--- src/rtl/wb_port_arbiter_pkg.sv ---
// Shared types for the writeback port arbiter.
// FSM state encoding and requester source IDs.
package wb_port_arbiter_pkg;

  typedef enum logic {
    WB_IDLE   = 1'b0,
    WB_COMMIT = 1'b1
  } wb_state_e;

  localparam logic WB_SRC_EXU = 1'b0;
  localparam logic WB_SRC_LSU = 1'b1;

endpackage

--- src/rtl/wb_rr_arb2.sv ---
// Two-way round-robin grant, purely combinational.
// i_valid: requests, i_last: last winner, o_gnt/o_idx: grant.
module wb_rr_arb2 (
  input  logic [1:0] i_valid,
  input  logic       i_last,
  output logic [1:0] o_gnt,
  output logic       o_idx
);

  // With both or neither requesting, the one not served last is
  // granted, so an idle arbiter already points at the next in turn.
  always_comb begin
    o_idx = ~i_last;
    unique case (1'b1)
      (i_valid == 2'b01): o_idx = 1'b0;
      (i_valid == 2'b10): o_idx = 1'b1;
      default:            o_idx = ~i_last;
    endcase
    o_gnt = o_idx ? 2'b10 : 2'b01;
  end

endmodule

--- src/rtl/wb_port_arbiter.sv ---
// Shares the RF write port between EXU (req0) and LSU (req1).
// Ports: valid/ready/rd/wen/wdata per requester, RF write, commit, instret.
module wb_port_arbiter
  import wb_port_arbiter_pkg::*;
#(
  parameter int DATA_W = 32,
  parameter int ADDR_W = 5,
  parameter int CNT_W  = 64
) (
  input  logic              clock,
  input  logic              reset,
  input  logic              valid0_i,
  output logic              ready0_o,
  input  logic [ADDR_W-1:0] rd0_i,
  input  logic              wen0_i,
  input  logic [DATA_W-1:0] wdata0_i,
  input  logic              valid1_i,
  output logic              ready1_o,
  input  logic [ADDR_W-1:0] rd1_i,
  input  logic              wen1_i,
  input  logic [DATA_W-1:0] wdata1_i,
  output logic              we_o,
  output logic [ADDR_W-1:0] waddr_o,
  output logic [DATA_W-1:0] wdata_o,
  output logic              commit_valid_o,
  output logic              commit_src_o,
  output logic [CNT_W-1:0]  instret_o
);

  wb_state_e         r_state;
  logic              r_last;
  logic [ADDR_W-1:0] r_rd;
  logic              r_wen;
  logic [DATA_W-1:0] r_wdata;
  logic              r_src;
  logic [CNT_W-1:0]  r_instret;

  logic [1:0] w_gnt;
  logic       w_idx;
  logic       w_idle;
  logic       w_live;
  logic       w_hs;

  wb_rr_arb2 u_rr (
    .i_valid ({valid1_i, valid0_i}),
    .i_last  (r_last),
    .o_gnt   (w_gnt),
    .o_idx   (w_idx)
  );

  // Reset masks the handshake and the commit so a COMMIT cycle
  // that overlaps reset retires nothing.
  assign w_idle = (r_state == WB_IDLE) && reset;
  assign w_live = (r_state == WB_COMMIT) && reset;

  assign ready0_o = w_idle && w_gnt[0];
  assign ready1_o = w_idle && w_gnt[1];
  assign w_hs = (valid0_i && ready0_o) ||
                (valid1_i && ready1_o);

  always_ff @(posedge clock) begin
    if (!reset) begin
      r_state   <= WB_IDLE;
      r_last    <= WB_SRC_LSU;
      r_rd      <= '0;
      r_wen     <= 1'b0;
      r_wdata   <= '0;
      r_src     <= WB_SRC_EXU;
      r_instret <= '0;
    end else begin
      case (r_state)
        WB_IDLE: begin
          if (w_hs) begin
            r_state <= WB_COMMIT;
            r_rd    <= w_idx ? rd1_i : rd0_i;
            r_wen   <= w_idx ? wen1_i : wen0_i;
            r_wdata <= w_idx ? wdata1_i : wdata0_i;
            r_src   <= w_idx;
            r_last  <= w_idx;
          end
        end
        WB_COMMIT: begin
          r_state   <= WB_IDLE;
          r_instret <= r_instret + CNT_W'(1);
        end
      endcase
    end
  end

  // x0 writes are dropped but the instruction still retires.
  assign we_o           = w_live && r_wen && (r_rd != '0);
  assign waddr_o        = r_rd;
  assign wdata_o        = r_wdata;
  assign commit_valid_o = w_live;
  assign commit_src_o   = r_src;
  assign instret_o      = r_instret;

  function int wb_arb_event();
    return int'(commit_valid_o);
  endfunction

endmodule

--- config.mk ---
export PLATFORM = sky130hd
export DESIGN_NAME = wb_port_arbiter
export DESIGN_NICKNAME = d
export VERILOG_FILES = /design/src/rtl/wb_port_arbiter_pkg.sv /design/src/rtl/wb_rr_arb2.sv /design/src/rtl/wb_port_arbiter.sv
export SDC_FILE = /design/constraint.sdc
export NUM_CORES = 1
export LEC_CHECK = 0
export BUFFER_PORTS_ARGS = -buffer_cell sky130_fd_sc_hd__buf_4
export CORE_ASPECT_RATIO = 0.75
export CORE_MARGIN = 5
export CORE_UTILIZATION = 30
export DETAILED_ROUTE_END_ITERATION = 10
export GPL_TIMING_DRIVEN = 0
export PLACE_DENSITY = 0.59
export REMOVE_ABC_BUFFERS = 1
export SLEW_MARGIN = 20
export SYNTH_ARGS = -nofsm -noshare
export SYNTH_HDL_FRONTEND = slang
export SYNTH_SLANG_ARGS = --single-unit
--- constraint.sdc ---
create_clock -name clock -period 4.9 [get_ports clock]
set_clock_uncertainty 0.1 [all_clocks]
set_input_delay 0.245 -clock clock [delete_from_list [all_inputs] [get_ports clock]]
set_output_delay 0.245 -clock clock [all_outputs]
set_load 0.05 [all_outputs]
==> flow_summary.ini <==
[sta]
worst_slack_ps = 2020
fin_crit_ps = 2880
rsz0062_at_grt = false
timing.fmax_mhz = 347
setup_viol = 0
slew_violations = 0
fin_crit_sh_pct = 58.8
worst_pin_slew_ps = 658
hold_viol = 0
slew-limit-headroom_pct = 55.8

[pwr]
finalPower_uw = 1960
p_leak_uw = 0.00288
power_per_cell_area_mw_per_mm2 = 288
peakVddDrop_mv = 0.165

[floorplan]
row_count = 40
start_util_pct = 30.6
die_y_um = 121
io_pins = 186
core_area_mm2 = 0.0160
die_area_mm2 = 0.0190
die_w_um = 158

[clocking]
numCtsBuffers = 9
clock_latency_ps = 350
clockBufferDepth = 2
cts_tree = built
htreeDepth = 3
cts_hold_buf = 0
cts-root-buf = clkbuf_16
post-cts-setup-buffers = 0
cts_num_sinks = 105
clk_pin_slew_ps = 70
cts_resized = 0

[global_route]
grt_pass1_wl_um = 23500
overflow = 0
grt_max_degree = 65
grt_usage_pct = 15.1
antenna_found_initial = 0
first_global_vias = 4632

[routing]
drtIter0Drc = 248
first_pass_iters = 4
vias_per_cell = 5.04
num_vias = 4725
routed_wirelength_um = 14400
wire_per_inst_um = 15.4
drc = 0
ant_nets = 0

[logic_synthesis]
synth_top_area_share_pct = 42.9
syn_inst = 552
synth_ff_type = dfxtp_1
ys_ff_latch = 105
postSynth.asyncResetShare_pct = 0
ys_warn_count = 0
syn_area_mm2 = 0.00490
synthTopCellsByArea = dfxtp_1 43%, mux2i_1 8.2%, nor2_1 6.0%
synth_cell_types = 40
ys_seq_area_share_pct = 42.9
synth_edf_count = 0
syn_avg_cell_area_um2 = 8.89
synth_top_area_cell = dfxtp_1

[critical_path]
reg2reg_slack_ps = 2020
cp_data_arrival_time_ps = 3050
worstPathMaxFanout = 14
worstSetupPathType = reg2reg
cp-start-kind = flip-flop
cp.required_ps = 5070
worstSetupEndpointType = flip-flop

[layout]
layout.cells.non_filler = 937
area_growth_pct = 39.3
nFillCells = 1606
final_nets = 804
antenna_cells = 0
design_area_mm2 = 0.00683
final_layout_size_suffix_gt1_share_pct = 30.7

[job]
cap_violations = 0

[placed_design]
placed_area_mm2 = 0.00655
post-place-ws_ps = 2050
io_buffers = 185
dpl.cell_count = 921
routabilityCongestion = 0.813
dp_hpwl_um = 11100

[worst_hold_path]
min_path_type = in2reg

[run_status]
outcome = finished, final reports clean
==> placed cells by master (no fill, tap or decap), types with 4 or more instances in the layout <==
| cell | instances |
|---|---|
| nor4_2 | 6 |
| a21oi_1 | 28 |
| or4_1 | 14 |
| o21ai_0 | 18 |
| and3_1 | 12 |
| nor3_1 | 10 |
| or3_1 | 17 |
| nand2_1 | 31 |
| nand3_1 | 19 |
| xnor2_1 | 15 |
| clkbuf_16 | 9 |
| nand4_1 | 25 |
| mux2i_1 | 40 |
| inv_1 | 7 |
| o31ai_1 | 10 |
| a211oi_1 | 38 |
| nor2_1 | 77 |
| xor2_1 | 18 |
| dfxtp_1 | 105 |
| buf_4 | 185 |
| nand2b_1 | 4 |
==> area by class of cell <==
type | instances | area (um^2) | share of cell area (%)
multi-input cells | 409 | 2660 | 39.0
flip-flops and latches | 105 | 2100 | 30.8
repair buffers | 189 | 1490 | 21.8
well taps | 210 | 263 | 3.85
clock buffers | 9 | 225 | 3.30
clock inverters | 7 | 53.8 | 0.788
inverters | 8 | 32.5 | 0.476
==> layer usage <==
layer  track usage (%)  vias to the layer above  share of wire (%)
li1                  -                     2364                  -
met1              19.6                     2195                 45
met2              23.6                      152                 45
met3              5.90                       14                8.8
met4              3.92                        0                1.4
met5                 0                        -                  0
==> registers in the layout, indices dropped and copies added (netlist names) <==
register / cells
instret_o: 64
wdata_o: 32
waddr_o: 5
commit_src_o: 1
r_last: 1
r_state: 1
r_wen: 1
==> final timing paths <==
kind                            depth (start not counted)          start             to
worst min register to register                          2  instret_o[63]  instret_o[63]
worst min-delay path                                    2          reset         r_last
worst max-delay path                                    5   instret_o[3]  instret_o[58]
worst max register to register                          5   instret_o[3]  instret_o[58]
==> report_power, final <==
part / switching (uW) / internal (uW)
registers: 21.6 / 886
logic: 222 / 145
clock network: 339 / 350
==> cells in the mapped netlist (all sizes together), types with 9 or more instances <==
master and instances:
mux2i 40, nand3 20, nand2 31, xnor2 15
and3 12, nand4 28, clkbuf 21, or4 14
a21oi 29, a211oi 38, nor4 12, nor3 10
xor2 18, o21ai 18, dfxtp 105, buf 9
or3 17, nor2 79, o31ai 10
==> cells by family (layout without fill, tap and decap cells) <==
family	count (synthesis)	after routing	synth area share, %
compound gates	97	97	12.5
xor+xnor	33	33	5.89
fa+ha+maj	2	2	0.510
buf+inv	38	213	3.24
flops	105	105	42.9
mux	40	40	8.16
simple gates	237	237	26.8
==> worst max-delay path, cell delays in order (launching register included) <==
cell	delay, ps
dfxtp_1	470
nand4_2	400
nor4_4	700
nand3_2	360
or4_1	590
a21oi_1	180
==> metrics by stage <==
step	hold WS [ps]	util, %	setup TNS, ps
floorplan	217	-	0
global placement	362	40.1	-27100
detailed placement	374	40.9	0
CTS	45.8	42.6	0
global route	66.1	42.6	0
finish	71.3	42.6	0
Power figures use the tool's default switching activity.
